`config.mk`:
```
export PLATFORM = sky130hd
export DESIGN_NAME = sram_fifo_ctrl
export DESIGN_NICKNAME = d
export VERILOG_FILES = /design/src/rtl/cnn_pkg.sv /design/src/rtl/ob_skid2.sv /design/src/rtl/sram_fifo_ctrl.sv
export SDC_FILE = /design/constraint.sdc
export NUM_CORES = 1
export LEC_CHECK = 0
export ABC_CLOCK_PERIOD_IN_PS = 4600
export BUFFER_PORTS_ARGS = -buffer_cell sky130_fd_sc_hd__buf_2
export CAP_MARGIN = 40
export CELL_PAD_IN_SITES_DETAIL_PLACEMENT = 1
export CELL_PAD_IN_SITES_GLOBAL_PLACEMENT = 2
export CORE_ASPECT_RATIO = 0.75
export CORE_MARGIN = 4
export CORE_UTILIZATION = 30
export DETAILED_ROUTE_END_ITERATION = 16
export GPL_TIMING_DRIVEN = 0
export PLACE_DENSITY = 0.9
export SYNTH_ARGS = -nofsm -noshare
export SYNTH_HDL_FRONTEND = slang
export SYNTH_SLANG_ARGS = --single-unit
```
`constraint.sdc`:
```
create_clock -name clk -period 4.6 [get_ports clk]
set_input_delay 0.69 -clock clk [delete_from_list [all_inputs] [get_ports clk]]
set_output_delay 0.69 -clock clk [all_outputs]
set_load 0.03 [all_outputs]
```
`src/rtl/cnn_pkg.sv`:
```
// Shared constants and types for the SRAM-backed FIFO controller.
//   SRAM_RD_LAT : cycles from a read enable (cena=0) to valid data on sram_qa
//   OB_DEPTH    : number of entries in the registered output buffer
//   ob_occ_e    : occupancy of the output buffer
package cnn_pkg;
    localparam int unsigned SRAM_RD_LAT = 1;
    localparam int unsigned OB_DEPTH    = 2;

    typedef enum logic [1:0] {
        OB_EMPTY = 2'd0,
        OB_ONE   = 2'd1,
        OB_TWO   = 2'd2
    } ob_occ_e;
endpackage

```
`src/rtl/ob_skid2.sv`:
```
// Two-entry registered output buffer with a valid/ready output side.
// The upstream side only pushes when it knows there is room, so there is no
// in_ready; a push into a full buffer is ignored.
//   clk, rst    : clock, synchronous active-high reset/flush
//   in_valid    : a word is present on in_data this cycle
//   in_data     : word to store
//   out_valid   : buffer holds at least one word
//   out_ready   : consumer pops the head when out_valid && out_ready
//   out_data    : head register
//   cnt         : number of words held (0..2)
module ob_skid2
    import cnn_pkg::*;
#(
    parameter int WIDTH = 96
) (
    input  logic             clk,
    input  logic             rst,
    input  logic             in_valid,
    input  logic [WIDTH-1:0] in_data,
    output logic             out_valid,
    input  logic             out_ready,
    output logic [WIDTH-1:0] out_data,
    output logic [1:0]       cnt
);
    ob_occ_e          occ, occ_n;
    logic [WIDTH-1:0] r0, r1, r0_n, r1_n;
    logic             pop;

    always_comb begin
        pop   = (occ != OB_EMPTY) && out_ready;
        occ_n = occ;
        r0_n  = r0;
        r1_n  = r1;
        case ({in_valid, pop})
            2'b10: begin
                if (occ == OB_EMPTY) begin
                    r0_n  = in_data;
                    occ_n = OB_ONE;
                end else if (occ == OB_ONE) begin
                    r1_n  = in_data;
                    occ_n = OB_TWO;
                end
            end
            2'b01: begin
                r0_n  = r1;
                occ_n = (occ == OB_TWO) ? OB_ONE : OB_EMPTY;
            end
            2'b11: begin
                // Arrival and pop on the same edge: the new word goes behind
                // whatever remains after the head leaves.
                if (occ == OB_ONE) begin
                    r0_n = in_data;
                end else begin
                    r0_n = r1;
                    r1_n = in_data;
                end
            end
            default: ;
        endcase
    end

    always_ff @(posedge clk) begin
        if (rst) begin
            occ <= OB_EMPTY;
            r0  <= '0;
            r1  <= '0;
        end else begin
            occ <= occ_n;
            r0  <= r0_n;
            r1  <= r1_n;
        end
    end

    assign out_valid = (occ != OB_EMPTY);
    assign out_data  = r0;
    assign cnt       = occ;
endmodule

```
`src/rtl/sram_fifo_ctrl.sv`:
```
// FIFO controller built around an external 1W1R SRAM macro with a registered
// two-entry output buffer, giving registered outputs and 1 word/cycle.
//   clk, rst, clr          : clock, synchronous reset, synchronous flush
//   in_valid/in_ready/in_data     : write side (valid/ready)
//   out_valid/out_ready/out_data  : read side (valid/ready, registered data)
//   count                  : words held in SRAM + in flight + output buffer
//   sram_aa/sram_cena/sram_qa     : SRAM read port (cena active-low)
//   sram_ab/sram_db/sram_cenb     : SRAM write port (cenb active-low)
module sram_fifo_ctrl
    import cnn_pkg::*;
#(
    parameter int DEPTH = 1024,
    parameter int WIDTH = 96
) (
    input  logic                       clk,
    input  logic                       rst,
    input  logic                       clr,
    input  logic                       in_valid,
    output logic                       in_ready,
    input  logic [WIDTH-1:0]           in_data,
    output logic                       out_valid,
    input  logic                       out_ready,
    output logic [WIDTH-1:0]           out_data,
    output logic [$clog2(DEPTH)+1:0]   count,
    output logic [$clog2(DEPTH)-1:0]   sram_aa,
    output logic                       sram_cena,
    input  logic [WIDTH-1:0]           sram_qa,
    output logic [$clog2(DEPTH)-1:0]   sram_ab,
    output logic [WIDTH-1:0]           sram_db,
    output logic                       sram_cenb
);
    localparam int AW = $clog2(DEPTH);
    localparam int CW = AW + 2;
    localparam logic [AW:0] USED_FULL = (AW+1)'(DEPTH);

    logic [AW-1:0]          wptr, rptr;
    logic [AW:0]            sram_used;
    logic [SRAM_RD_LAT-1:0] rd_pipe;
    logic [3:0]             inflight;
    logic [1:0]             ob_cnt;
    logic                   flush, in_fire, out_fire, rd_issue;

    assign flush    = rst || clr;
    assign in_ready = (sram_used != USED_FULL) && !clr;
    assign in_fire  = in_valid && in_ready;
    assign out_fire = out_valid && out_ready;
    assign inflight = 4'($countones(rd_pipe));

    // sram_used only counts words whose write edge has passed, so the word
    // being written this cycle can never be the one read. A read is issued
    // only if its data is guaranteed a free output-buffer slot on arrival.
    assign rd_issue = (sram_used != '0) && !flush &&
                      ((4'(ob_cnt) + inflight) < (4'(OB_DEPTH) + 4'(out_fire)));

    assign sram_cenb = !in_fire;
    assign sram_ab   = wptr;
    assign sram_db   = in_data;
    assign sram_cena = !rd_issue;
    assign sram_aa   = rptr;

    always_ff @(posedge clk) begin
        if (flush) begin
            wptr      <= '0;
            rptr      <= '0;
            sram_used <= '0;
            rd_pipe   <= '0;
        end else begin
            if (in_fire)  wptr <= wptr + 1'b1;
            if (rd_issue) rptr <= rptr + 1'b1;
            sram_used <= sram_used + (AW+1)'(in_fire) - (AW+1)'(rd_issue);
            rd_pipe   <= SRAM_RD_LAT'({rd_pipe, rd_issue});
        end
    end

    ob_skid2 #(
        .WIDTH (WIDTH)
    ) u_ob (
        .clk       (clk),
        .rst       (flush),
        .in_valid  (rd_pipe[SRAM_RD_LAT-1]),
        .in_data   (sram_qa),
        .out_valid (out_valid),
        .out_ready (out_ready),
        .out_data  (out_data),
        .cnt       (ob_cnt)
    );

    assign count = CW'(sram_used) + CW'(inflight) + CW'(ob_cnt);
endmodule

```
After elaboration in Yosys (flattened, before gate mapping) --
Cells that the tools add are included.
Cells by class: add/sub/neg operators 8, order comparisons 1, eq/ne operators 10, multiplexer cells 10, reductions and logical operators 19
Operators with widths (number):
- $mux 96 | 4
- $pmux 96 s3 | 1
- $pmux 96 s2 | 1
- $add 10x1->10 const B | 2
- $add 11x1->12 | 1
- $add 12x2->12 | 1
- $add 11x1->11 | 1
- $ne 11x11->1 const B | 1
- $reduce_bool 11->1 | 1
- $sub 11x1->11 | 1
- $eq 2x2->1 const B | 3
- $reduce_bool 2->1 | 3
- $logic_and 1x1->1 | 5
- $eq 2x1->1 const B | 2
- $logic_not 1->1 | 4
- $mux 2 | 2
- $ne 2x2->1 const B | 2
- $pmux 2 s2 | 1
- $reduce_and 2->1 | 2
- $add 2x1->3 | 1
- $add 2x1->3 const A | 1
- $lt 3x3->1 | 1
- $ne 3x1->1 const B | 1
- $reduce_and 3->1 | 1
- other kinds (5) | 5
Word-level totals: register bits after elaboration 226, input bits 197, output and inout bits 228, word-level logic and storage cells 55

Longest topological paths before layout --
Gate-level depths: netlist of the first run.
depth in word-level cells 6, mapped depth 14, gate-level depth less buffers 14

Hierarchy --
Synthesis of the first run repeated with hierarchy kept, for this count alone.
Second synthesis, totals: cells, all modules 1438, area total of the unflattened synthesis 11939.0 um^2
Modules (own cells, without submodules):
- ob_skid2 | times used 1, cells each 1085, area an instance 8946.1 um^2, sequential area each 3883.7 um^2
- sram_fifo_ctrl | times used 1, cells each 353, area an instance 2992.9 um^2, sequential area each 640.6 um^2

Worst setup path before layout of the first run --
OpenSTA, ideal clock, no wires.
kind register -> register, from reg sram_used[6], to reg sram_used[10], setup time 0.122 ns, data arrival time 2.786 ns, data required time 4.478 ns, slack 1.691 ns, stages on the path, launching flop included 15, buffers on the path 1, period minus slack after synthesis 2.909 ns, path through dfxtp_1 > inv_1 > ha_1 > nand4bb_1 > o21ai_1 > buf_2 > xnor2_1 > ha_1 > inv_1 > fa_1 > nor2b_1 > o21ai_0 > a31oi_1 > o22ai_1 > mux2i_1
On the way: word-level cells in the longest chain between the ends 5, elaborated cells on any way between the ends 8, those cells by class 2 x add/sub; 1 x eq/ne; 5 x reduce/logical
Ends and longest elaborated chain:
- start: declaration | line sram_fifo_ctrl.sv:37 | logic [AW:0] sram_used;
- start signal: assignment | line sram_fifo_ctrl.sv:70 | sram_used <= sram_used + (AW+1)'(in_fire) - (AW+1)'(rd_issue);
- $ne 11x11->1 | line sram_fifo_ctrl.sv:44 | assign in_ready = (sram_used != USED_FULL) && !clr;
- $logic_and 1x1->1 | line sram_fifo_ctrl.sv:44
- $logic_and 1x1->1 | line sram_fifo_ctrl.sv:45 | assign in_fire = in_valid && in_ready;
- $add 11x1->11 | line sram_fifo_ctrl.sv:70
- $sub 11x1->11 (*) | line sram_fifo_ctrl.sv:70
Mark *: on every way between the ends. The rest lies on a longest branch, timed or not. A chain may end at the register's enable or synchronous reset.

Worst setup path in the final report of the first run --
Ends and elaborated chain as after synthesis.

==> summary.md, run 1 <==
| Metric | Value |
|---|---|
| FF+latch count, synth | `between 200 and 250` |
| Pre-CTS WS | `1.12 ns` |
| RR Endpoint | `sram_used[10]` |
| Distinct cells, synth | `53` |
| Routed len/inst | `about 18 um` |
| Via density | `4.85` |
| Sw Pwr | `2.48 mW` |
| Ratio of cells with drive above 1 in the final layout | `38.0%` |
| PostCTS Resize Cnt | `0` |
| Sequential area share after synthesis | `42.5%` |
| Slew Limit Fails | `0` |
| Seq. cell area | `0.00452 mm^2` |
| Syn Area/Cell | `8.70 um^2` |
| Cell taking the most area after synthesis | `dfxtp_1` |
| Hold Path Depth | `3` |
| Multiplexer share of the synthesized area | `less than 1%` |
| DP Area | `0.0129 mm^2` |
| Internal power | `4.02 mW` |
| Die ar. | `0.0386 mm^2` |
| Final WS setup | `1.01 ns` |
| Hold Crit Endpoint | `u_ob.r1[5]` |
| I/O Pins | `roughly 430` |
| Htree depth | `1` |
| Top cells by area, synth | `dfxtp_1 (42%), nand2_1 (7.5%), buf_4 (7.3%)` |
| Final non-filler cell total | `2,056` |
| Synth Area in Compound Gates | `17.5%` |
| Hold_sp | `sram_qa[5]` |
| Post-CTS Hold Buffers | `0` |
| First-pass GRT wire length | `57.4 mm` |
| Slowest cell on crit path | `o21ai_1` |
| Slowest stage delay, CP | `0.45 ns` |
| Post-Syn Nets | `1,454` |
| Post-synth top area share | `42.5%` |
| RD Place Congestion | `0.811` |
| Worst hold slack | `about 0.4 ns` |
| Crit-path max FO | `10` |
| Primary FF master, synth | `dfxtp_1` |
| CP Class | `flop to flop` |
| Max_cap viols | `0` |
| Initial DRC Count | `487` |
| Filler Cells Inserted | `4,251` |
| Post-Synth XOR/XNOR Area | `under 10%` |
| Origin of the critical flop-to-flop path | `sram_used[6]` |
| Worst min-delay path class | `primary input to flop` |
| Root Buffer | `clkbuf_16` |
| Vias in the first global route | `10,100` |
| Core ar. | `around 0.035 mm^2` |
| Fmax | `279 MHz` |
| Yosys warning total | `0` |
| Cts bufs inserted | `24` |
| Largest family of logic cells by synthesized area | `simple AND/OR/NAND/NOR gates` |
| Utilization after layout | `39.3%` |
| Critical Path RT | `5.02 ns` |
| Nets@finish | `1,809` |
| Net Sw Frac | `38.2%` |
| Worst path cell trace | `inv_1, ha_1, nand4bb_1, o21ai_1, buf_2, xnor2_1, ha_1, inv_1, fa_1, nor2b_1, o21ai_0, a31oi_1, o22ai_1, mux2i_1` |
| Critical Path End Type | `flop` |
| VDD IR max | `0.262 mV` |
| # Post-CTS Setup Buffers | `0` |
| Syn-to-layout area delta | `28.5%` |
| Routed Wire Length | `37.9 mm` |
| Register-to-register setup slack | `1.01 ns` |
| Hold Fails Final Rpt | `0` |
| Largest net degree at the start of global routing | `14` |
| Post-synth EDFFs | `0` |
| Detailed placement HPWL | `28.8 mm` |
| Critical Path AT | `4.01 ns` |
| Placed Cells | `2,010` |
| Final min period | `3.59 ns` |
| Unrepaired setup endpoints after global routing | `no` |
| Die Ht | `roughly 170 um` |
| Leak | `5.67 nW` |
| Buffer depth of the longest clock path | `3` |
| Die span in x | `226 um` |
| Synth Cell Area | `0.0106 mm^2` |
| Area occupied by multi-input gates | `0.00491 mm^2` |
| GRT overflow | `0` |
| Post-Synth Simple-Gate Area | `21.9%` |
| Initial antenna violation count | `5` |
| Headroom to the max-slew limit | `44.5%` |
| Final setup viols | `0` |
| Outcome | `finished clean` |
| Reg2reg path depth | `14` |
| ANT nets after route | `0` |
| Final Power | `between 6 and 7 mW` |
| Clk slew on worst S/H paths | `0.06 ns` |
| CTS tree | `done` |
| Final cycle utilization of the critical path | `a little under 80%` |
| DRC viols | `0` |
| Row cnt | `59` |
| DRT Pass-1 Iters | `5` |
| Overall Global Routing Usage | `18.5%` |
| Starting Density | `a little under a third` |
| Design Area, Final | `0.0137 mm^2` |
| Adder-Cell Fraction of Synth Area | `4.09%` |
| Worst-Margin Slew | `0.832 ns` |
| Routed vias | `9,962` |
| Post-Route Skew | `between 0.005 and 0.006 ns` |
| Setup tns final | `0 ns` |
| Share of flip-flops with an asynchronous set or reset | `0%` |
| Logic pwr share | `35.5%` |
| Clock power share | `30.5%` |
| PortBufs | `~330` |
| Worst-skew pair later-pin latency | `0.53 ns` |
| TritonCTS sink count | `about 230` |
| Mapped Cells | `1,224` |
| Sequential fraction of design power | `34.0%` |
| CP startpoint kind | `flop` |
| Power Dens Cells | `about 480 mW/mm^2` |
-- sequential cells by signal, indices dropped and copies added (netlist names) --
register       cells
u_ob.out_data     96
u_ob.r1           96
sram_used         11
sram_aa           10
sram_ab           10
u_ob.cnt           2
rd_pipe            1
-- cell usage in the layout (no fill, tap or decap), types with 40 or more instances in the layout --
cell type / count
buf_2: 364
dfxtp_1: 226
nand2_1: 214
nor2_1: 127
buf_4: 104
a21oi_1: 103
nor3_1: 68
a221oi_1: 58
clkbuf_1: 44
a221oi_2: 40
nor3_2: 40
-- synthesized netlist by cell type (2+ instances only) --
library cell	n
a21oi_1	103
a221oi_1	58
a221oi_2	40
and2_1	2
and3_1	3
buf_2	36
buf_4	104
clkbuf_1	42
dfxtp_1	226
fa_1	3
ha_1	30
inv_1	21
inv_2	3
mux2i_1	4
nand2_1	214
nand3_1	13
nand3b_1	4
nand4_1	3
nor2_1	127
nor2b_1	6
nor3_1	68
nor3_2	40
nor4_1	2
o21a_1	2
o21ai_0	7
o21ai_1	3
o21ai_2	3
o21bai_1	3
o311ai_1	2
o41ai_1	2
or2_2	2
or3_1	3
xnor2_1	22
xor2_1	4
-- power by group through the flow --
stage          logic [mW]  registers [mW]  clock network (mW)
3_5_place_dp         2.32            2.26                   0
2_1_floorplan        1.45            2.45                   0
5_1_grt              2.54            2.23                2.12
3_3_place_gp         2.28            2.25                   0
4_1_cts              2.33            2.21                2.05
6_report             2.31            2.21                1.98
-- critical path: cells and delay by family, from the launching register on --
kind / cells / cell delay [ns]
AND/OR/NAND/NOR: 2 / 0.45
XOR/XNOR: 1 / 0.15
adder cells (fa/ha/maj): 3 / 0.77
AO/OA/AOI/OAI: 4 / 1.09
multiplexers: 1 / 0.13
flip-flops: 1 / 0.35
buffers and inverters: 3 / 0.52
-- kinds of logic (layout without fill, tap and decap cells) --
logic type	after synthesis	after routing
buf+inv	208	580
simple gates	494	494
compound gates	232	232
fa+ha+maj	33	33
mux	5	5
xor+xnor	26	26
other cells	0	3
flops	226	226
-- how the worst max path moves through the flow --
stage            startpoint  slack (ns)  depth (start not counted)       endpoint
6_report       sram_used[6]        1.01                         14  sram_used[10]
5_1_grt        sram_used[6]        0.69                         14  sram_used[10]
4_1_cts        sram_used[6]        1.03                         14  sram_used[10]
3_5_place_dp   sram_used[6]        1.12                         14  sram_used[10]
3_3_place_gp   sram_used[6]        1.11                         14  sram_used[10]
2_1_floorplan  sram_used[6]        1.69                         14  sram_used[10]
-- layer usage --
layer | track usage [%] | share of wire (%) | routed length, um
met5 | 0 | 0.034 | 13
met4 | 3.75 | 1.9 | 729
met3 | 2.88 | 4.0 | 1500
met2 | 29.9 | 46 | 17600
met1 | 26.3 | 48 | 18000
-- area by class of cell --
class                   count  area share [%]
flip-flops and latches    226            33.1
diodes                      3          0.0549
well taps                 457            4.18
multi-input cells         790            35.9
inverters                  24           0.658
plain buffers             184            8.24
repair buffers            329            12.1
clock inverters             7           0.311
clock buffers              36            5.53
Power figures use the tool's default switching activity.
==> inputs of run 2 (changes only) <==
--- a/config.mk
+++ b/config.mk
@@ -5,17 +5,17 @@
 export SDC_FILE = /design/constraint.sdc
 export NUM_CORES = 1
 export LEC_CHECK = 0
-export ABC_CLOCK_PERIOD_IN_PS = 4600
+export ABC_CLOCK_PERIOD_IN_PS = 3200
 export BUFFER_PORTS_ARGS = -buffer_cell sky130_fd_sc_hd__buf_2
 export CAP_MARGIN = 40
 export CELL_PAD_IN_SITES_DETAIL_PLACEMENT = 1
 export CELL_PAD_IN_SITES_GLOBAL_PLACEMENT = 2
 export CORE_ASPECT_RATIO = 0.75
 export CORE_MARGIN = 4
-export CORE_UTILIZATION = 30
+export CORE_UTILIZATION = 25
 export DETAILED_ROUTE_END_ITERATION = 16
 export GPL_TIMING_DRIVEN = 0
-export PLACE_DENSITY = 0.9
+export PLACE_DENSITY = 0.8
 export SYNTH_ARGS = -nofsm -noshare
 export SYNTH_HDL_FRONTEND = slang
 export SYNTH_SLANG_ARGS = --single-unit
==> constraint.sdc (replaced) <==
create_clock -name clk -period 3.2 [get_ports clk]
set_input_delay 0.48 -clock clk [delete_from_list [all_inputs] [get_ports clk]]
set_output_delay 0.48 -clock clk [all_outputs]
set_load 0.03 [all_outputs]
==> summary.md, run 2 (synthesis results as in run 1) <==
| Metric | Value |
|---|---|
| Final setup viols | `0 (unchanged)` |
| Via density | `4.61 (was 4.85)` |
| I/O Pins | `425 (unchanged)` |
| Final non-filler cell total | `2,172 (was 2,056)` |
| Worst-skew pair later-pin latency | `0.54 ns (was 0.53 ns)` |
| Root Buffer | `clkbuf_16 (unchanged)` |
| Headroom to the max-slew limit | `46.1% (was 44.5%)` |
| Most frequent cells in the layout | `buf_2 (362), dfxtp_1 (224), nand2_1 (214) (was buf_2 (364), dfxtp_1 (226), nand2_1 (214))` |
| Critical Path AT | `2.53 ns (was 4.01 ns)` |
| Placed Cells | `2,123 (was 2,010)` |
| Final cycle utilization of the critical path | `94.1%` |
| Utilization after layout | `33.3% (was 39.3%)` |
| ANT nets after route | `0 (unchanged)` |
| Unrepaired setup endpoints after global routing | `no (unchanged)` |
| Leak | `5.73 nW (was 5.67 nW)` |
| Fmax | `roughly 330 MHz` |
| Core ar. | `0.0420 mm^2 (was 0.0348 mm^2)` |
| Worst hold slack | `0.192 ns (was 0.409 ns)` |
| Critical Path End Type | `output port (was flop)` |
| DP Area | `0.0130 mm^2 (was 0.0129 mm^2)` |
| Hold Fails Final Rpt | `0 (unchanged)` |
| Worst min-delay path class | `primary input to flop (unchanged)` |
| CP startpoint kind | `flop (unchanged)` |
| GRT overflow | `0 (unchanged)` |
| Ratio of cells with drive above 1 in the final layout | `39.1% (was 38.0%)` |
| DRC viols | `0 (unchanged)` |
| PortBufs | `328 (unchanged)` |
| WL met3 | `1.87 mm (was 1.50 mm)` |
| Max_cap viols | `0 (unchanged)` |
| Final min period | `3.01 ns` |
| CTS tree | `done (unchanged)` |
| Starting Density | `25.3% (was 30.6%)` |
| Most common cell after layout, fill and taps aside | `buf_2 (unchanged)` |
| DRT Pass-1 Iters | `5 (unchanged)` |
| Cts bufs inserted | `26 (was 24)` |
| Outcome | `finished clean (unchanged)` |
| RD Place Congestion | `0.806 (was 0.811)` |
| First-pass GRT wire length | `59.8 mm (was 57.4 mm)` |
| Critical Path RT | `2.72 ns (was 5.02 ns)` |
| Clk slew on worst S/H paths | `0.06 ns (about the same)` |
| VDD IR max | `0.331 mV (was 0.262 mV)` |
| TritonCTS sink count | `226 (unchanged)` |
| Row cnt | `65 (was 59)` |
| Final WS setup | `0.190 ns (was 1.01 ns)` |
| Crit-path max FO | `9 (was 10)` |
| Buffer depth of the longest clock path | `3 (unchanged)` |
| Syn-to-layout area delta | `31.5% (was 28.5%)` |
| Power Dens Cells | `693 mW/mm^2 (was 475 mW/mm^2)` |
| Wire length on met1 | `18.1 mm (was 18.0 mm)` |
| Highest routed layer | `met5 (unchanged)` |
| Pre-CTS WS | `-0.250 ns (was 1.12 ns)` |
| Ant. Diodes | `0 (was 3)` |
| Worst-Margin Slew | `0.809 ns (was 0.832 ns)` |
| Slew Limit Fails | `0 (unchanged)` |
| Overall Global Routing Usage | `16.1% (was 18.5%)` |
| Largest net degree at the start of global routing | `14 (unchanged)` |
| Die ar. | `0.0460 mm^2 (was 0.0386 mm^2)` |
| Met2 Routed Length | `18.4 mm (was 17.6 mm)` |
| Nets@finish | `1,815 (was 1,809)` |
| Die span in x | `246 um (was 226 um)` |
| Routed vias | `10,000 (was 9,962)` |
| Routed len/inst | `18.0 um (was 18.4 um)` |
| CP Class | `flop to output port (was flop to flop)` |
| Vias in the first global route | `10,300 (was 10,100)` |
| Die Ht | `187 um (was 171 um)` |
| Initial DRC Count | `324 (was 487)` |
| Htree depth | `1 (unchanged)` |
| Post-Route Skew | `0.00730 ns (was 0.00557 ns)` |
| Design Area, Final | `0.0140 mm^2 (was 0.0137 mm^2)` |
| Routed Wire Length | `39.0 mm (was 37.9 mm)` |
| Detailed placement HPWL | `29.5 mm (was 28.8 mm)` |
| Initial antenna violation count | `3 (was 5)` |
run 2: cell types whose count changed in the layout (fill, tap and decap cells not counted), sizes merged:
| cell | delta |
|---|---|
| clkbuf | +3 |
| bufinv | +3 |
| clkinvlp | -1 |
| diode | -3 |
| buf | +2 |
run 2: routing by layer:
metal / global-route usage (%) / vias to the layer above
met5: 0 / -
met4: 2.79 / 6
met3: 2.89 / 42
met2: 26.6 / 198
met1: 22.4 / 4902
li1: - / 4865
run 2: path summary, 6_finish.rpt:
check	slack [ns]	start	end	cells past startpoint
max	0.19	u_ob.cnt[0]	count[10]	9
min reg2reg	0.45	u_ob.r1[26]	u_ob.r1[26]	2
min	0.19	sram_qa[49]	u_ob.r1[49]	3
max reg2reg	0.22	sram_used[8]	sram_used[10]	14
run 2: layout make-up:
cell class                 instances  area (um^2)
inverter                          24         90.1
buffer                           184         1130
multi-input combinational        790         4970
timing repair buffer             333         1690
sequential                       226         4530
clock buffer                      37          753
clock inverter                     9          129
tap                              569          712
fill                            5097        28000
run 2: timing repair:
item,4_1_cts,5_1_grt
pin swaps,3,2
buffers inserted,2,1
hold buffers,0,0
setup endpoints to repair,3,46
resized for setup,2,18
run 2: power by group:
part | internal (mW) | switching, mW | leakage (nW)
combinational | 1.19 | 2.22 | 3.47
sequential | 3.03 | 0.156 | 1.83
clock | 1.87 | 1.24 | 0.427
total | 6.09 | 3.62 | 5.73
run 2: per-stage QoR:
stage / setup TNS, ns / power (mW)
floorplan: 0 / 5.61
global placement: -0.497 / 6.54
detailed placement: -0.372 / 6.61
CTS: 0 / 9.82
global route: 0 / 10.3
finish: 0 / 9.71
run 2: worst max-delay path, stage by stage (launching register included):
cell and delay (ns):
dfxtp_1 0.33, buf_4 0.18, inv_1 0.07, fa_1 0.41
inv_1 0.09, fa_1 0.21, and3_2 0.24, nand3_1 0.10
xnor2_1 0.14, buf_2 0.22
==> inputs of run 3 (changes only) <==
--- a/config.mk
+++ b/config.mk
@@ -5,6 +5,7 @@
 export SDC_FILE = /design/constraint.sdc
 export NUM_CORES = 1
 export LEC_CHECK = 0
+export ABC_AREA = 1
 export ABC_CLOCK_PERIOD_IN_PS = 3200
 export BUFFER_PORTS_ARGS = -buffer_cell sky130_fd_sc_hd__buf_2
 export CAP_MARGIN = 40
@@ -12,10 +13,11 @@
 export CELL_PAD_IN_SITES_GLOBAL_PLACEMENT = 2
 export CORE_ASPECT_RATIO = 0.75
 export CORE_MARGIN = 4
-export CORE_UTILIZATION = 25
+export CORE_UTILIZATION = 24
 export DETAILED_ROUTE_END_ITERATION = 16
 export GPL_TIMING_DRIVEN = 0
 export PLACE_DENSITY = 0.8
 export SYNTH_ARGS = -nofsm -noshare
 export SYNTH_HDL_FRONTEND = slang
+export SYNTH_HIERARCHICAL = 1
 export SYNTH_SLANG_ARGS = --single-unit
==> summary.md, run 3 <==
| Metric | Value |
|---|---|
| Outcome | `finished clean (unchanged)` |
| Fmax | `331 MHz (was 332 MHz)` |
| Sequential area share after synthesis | `30.6% (was 42.5%)` |
| FF+latch count, synth | `226 (unchanged)` |
| Worst-skew pair later-pin latency | `0.58 ns (was 0.54 ns)` |
| Die span in x | `294 um (was 246 um)` |
| Buffer depth of the longest clock path | `3 (unchanged)` |
| I/O Pins | `425 (unchanged)` |
| PostCTS Resize Cnt | `0 (was 2)` |
| Beginning of the critical path | `clr (was u_ob.cnt[0])` |
| Primary FF master, synth | `dfxtp_1 (unchanged)` |
| Final setup viols | `0 (unchanged)` |
| Crit-path max FO | `10 (was 9)` |
| Most frequent cells in the layout | `nand2_1 (793), nand3_1 (378), buf_2 (367) (was buf_2 (362), dfxtp_1 (224), nand2_1 (214))` |
| Ratio of cells with drive above 1 in the final layout | `19.5% (was 39.1%)` |
| Cell family with most CP delay | `buffers and inverters (was adder cells)` |
| Initial antenna violation count | `16 (was 3)` |
| Routed len/inst | `18.0 um (about the same)` |
| Critical Path RT | `3.67 ns (was 2.72 ns)` |
| Mapped Cells | `2,465 (was 1,224)` |
| Clk slew on worst S/H paths | `0.06 ns (about the same)` |
| PortBufs | `328 (unchanged)` |
| Detailed placement HPWL | `50.4 mm (was 29.5 mm)` |
| Syn-to-layout area delta | `25.0% (was 31.5%)` |
| Worst min-delay path class | `primary input to flop (unchanged)` |
| Overall Global Routing Usage | `19.1% (was 16.1%)` |
| # Post-CTS Setup Buffers | `0 (was 2)` |
| Slowest stage delay, CP | `0.68 ns (was 0.41 ns)` |
| Hold_sp | `sram_qa[77] (was sram_qa[49])` |
| Htree depth | `1 (unchanged)` |
| Die Ht | `223 um (was 187 um)` |
| Top cells by area, synth | `dfxtp_1 (31%), nand2_1 (20%), nand3_1 (13%) (was dfxtp_1 (42%), nand2_1 (7.5%), buf_4 (7.3%))` |
| Slowest cell on crit path | `clkbuf_1 (was fa_1)` |
| Post-synth top area share | `30.6% (was 42.5%)` |
| GRT overflow | `0 (unchanged)` |
| Worst-Margin Slew | `0.833 ns (was 0.809 ns)` |
| Final WS setup | `0.178 ns (was 0.190 ns)` |
| Hold Crit Endpoint | `u_ob/r1[77] (was u_ob.r1[49])` |
| DP Area | `0.0174 mm^2 (was 0.0130 mm^2)` |
| Power Dens Cells | `547 mW/mm^2 (was 693 mW/mm^2)` |
| Worst path cell trace | `buf_2, nor2_4, inv_1, clkbuf_1, clkbuf_1, clkbuf_1, buf_6, clkbuf_1, a21oi_1, nand2_1, inv_1 (was buf_4, inv_1, fa_1, inv_1, fa_1, and3_2, nand3_1, xnor2_1, buf_2)` |
| Final cycle utilization of the critical path | `94.4% (was 94.1%)` |
| Final Power | `10.1 mW (was 9.71 mW)` |
| Headroom to the max-slew limit | `44.5% (was 46.1%)` |
| RD Place Congestion | `0.849 (was 0.806)` |
| Routed vias | `17,100 (was 10,000)` |
| DRC viols | `0 (unchanged)` |
| Largest net degree at the start of global routing | `15 (was 14)` |
| Syn Area/Cell | `5.99 um^2 (was 8.70 um^2)` |
| Via density | `4.68 (was 4.61)` |
| Leak | `8.84 nW (was 5.73 nW)` |
| Synth Cell Area | `0.0148 mm^2 (was 0.0106 mm^2)` |
| Pre-CTS WS | `-0.443 ns (was -0.250 ns)` |
| Design Area, Final | `0.0185 mm^2 (was 0.0140 mm^2)` |
| Row cnt | `78 (was 65)` |
| Starting Density | `24.3% (was 25.3%)` |
| Critical Path AT | `3.49 ns (was 2.53 ns)` |
| Worst path bufs/invs | `8 (was 4)` |
| Routed Wire Length | `65.6 mm (was 39.0 mm)` |
| RR Endpoint | `sram_used[8] (was sram_used[10])` |
| Die ar. | `0.0656 mm^2 (was 0.0460 mm^2)` |
| CP startpoint kind | `primary input (was flop)` |
| Critical Path End Type | `flop (was output port)` |
| Post-Route Skew | `0.0170 ns (was 0.00730 ns)` |
| CTS tree | `done (unchanged)` |
| Distinct cells, synth | `29 (was 53)` |
| Unrepaired setup endpoints after global routing | `no (unchanged)` |
| Final min period | `3.02 ns (was 3.01 ns)` |
| Post-synth EDFFs | `0 (unchanged)` |
| Yosys warning total | `6 (was 0)` |
| Reg2reg path depth | `17 (was 14)` |
| Vias in the first global route | `17,500 (was 10,300)` |
| Slew Limit Fails | `0 (unchanged)` |
| Origin of the critical flop-to-flop path | `rd_pipe (was sram_used[8])` |
| First-pass GRT wire length | `99.9 mm (was 59.8 mm)` |
| Initial DRC Count | `889 (was 324)` |
| Cell taking the most area after synthesis | `dfxtp_1 (unchanged)` |
| Most used cell, CP | `clkbuf_1` |
| Cts bufs inserted | `30 (was 26)` |
| ANT nets after route | `0 (unchanged)` |
| Seq. cell area | `0.00453 mm^2 (about the same)` |
| TritonCTS sink count | `226 (unchanged)` |
| Filler Cells Inserted | `7,969 (was 5,097)` |
| Post-Syn Nets | `2,692 (was 1,454)` |
| Share of flip-flops with an asynchronous set or reset | `0% (unchanged)` |
| Worst hold slack | `0.215 ns (was 0.192 ns)` |
| Most common cell in the netlist | `nand2_1 (was dfxtp_1)` |
| Area occupied by multi-input gates | `0.00751 mm^2 (was 0.00497 mm^2)` |
| Root Buffer | `clkbuf_16 (unchanged)` |
| Post-CTS Hold Buffers | `0 (unchanged)` |
| Max_cap viols | `0 (unchanged)` |
| VDD IR max | `0.377 mV (was 0.331 mV)` |
| Core ar. | `0.0607 mm^2 (was 0.0420 mm^2)` |
| Nets@finish | `3,053 (was 1,815)` |
| Hold Fails Final Rpt | `0 (unchanged)` |
| CP Class | `primary input to flop (was flop to output port)` |
| Register-to-register setup slack | `0.26 ns (was 0.22 ns)` |
| Post-synth top cells | `nand2_1 (795), nand3_1 (378), inv_1 (360) (was dfxtp_1 (226), nand2_1 (214), nor2_1 (127))` |
| Hold Path Depth | `5 (was 3)` |
| Most common cell after layout, fill and taps aside | `nand2_1 (was buf_2)` |
| DRT Pass-1 Iters | `5 (unchanged)` |
==> run 3: changes by cell type in the layout (fill, tap and decap cells not counted), moves of 40 or more <==
cell / previous run / this run
nor3_2: 41 / 1
a21oi_1: 103 / 208
a221oi_1: 58 / 0
nand2_1: 214 / 793
inv_1: 19 / 360
nor3_1: 67 / 1
clkbuf_1: 48 / 98
o21ai_0: 6 / 113
a221oi_2: 40 / 0
nand3_1: 13 / 378
nor2_1: 126 / 54
==> run 3: cells by family after synthesis <==
logic type      Yosys count  share of synthesized area [%]
simple gates           1257                           35.8
buf+inv                 607                           18.6
compound gates          327                           11.2
flops                   226                           30.6
fa+ha+maj                30                           2.69
xor+xnor                 18                           1.07
==> run 3: cell type report <==
cell class | count | share of cell area (%)
Inverter | 364 | 7.40
Timing Repair Buffer | 329 | 8.96
Sequential cell | 226 | 24.6
Buffer | 243 | 7.49
Clock buffer | 47 | 4.96
Antenna cell | 4 | 0.0542
Clock inverter | 6 | 0.434
Multi-Input combinational cell | 1632 | 40.7
Tap cell | 800 | 5.42
==> run 3: worst max-delay path by stage <==
stage                              end  slack (ns)  depth (start not counted)
after floorplan           sram_used[8]        0.57                         18
after global placement     u_ob/r1[84]       -0.60                         10
after detailed placement   u_ob/r1[79]       -0.44                         11
after CTS                    count[10]       0.002                          9
after global routing      sram_used[8]       0.004                         19
final                      u_ob/r1[66]        0.18                         11
==> run 3: metrics by stage <==
stage / TNS [ns] / utilization [%] / std cells
global placement: -34.58 / 28.7 / 3593
finish: 0 / 30.4 / 3651
detailed placement: -10.78 / 28.7 / 3594
global route: 0 / 30.4 / 3649
CTS: 0 / 30.3 / 3647
floorplan: 0 / - / 2465
==> run 3: report_power, final <==
part	switching, mW	total, mW	internal [mW]
combinational	2.51	3.54	1.03
sequential	0.123	3.10	2.98
clock	1.37	3.47	2.10
total	4.00	10.1	6.10
==> run 3: routing by layer <==
metal	routed length, um	track usage, %	share of wire [%]	up-vias
li1	-	-	-	8357
met1	29700	25.6	45	8253
met2	30700	31.9	47	353
met3	3620	3.53	5.5	98
met4	1530	4.55	2.3	20
met5	120	0	0.18	-
==> run 3: worst min-delay path, cell delays in order <==
cell,delay [ns]
buf_2,0.09
nand2_1,0.05
nand3_1,0.07
nand2_1,0.04
inv_1,0.04
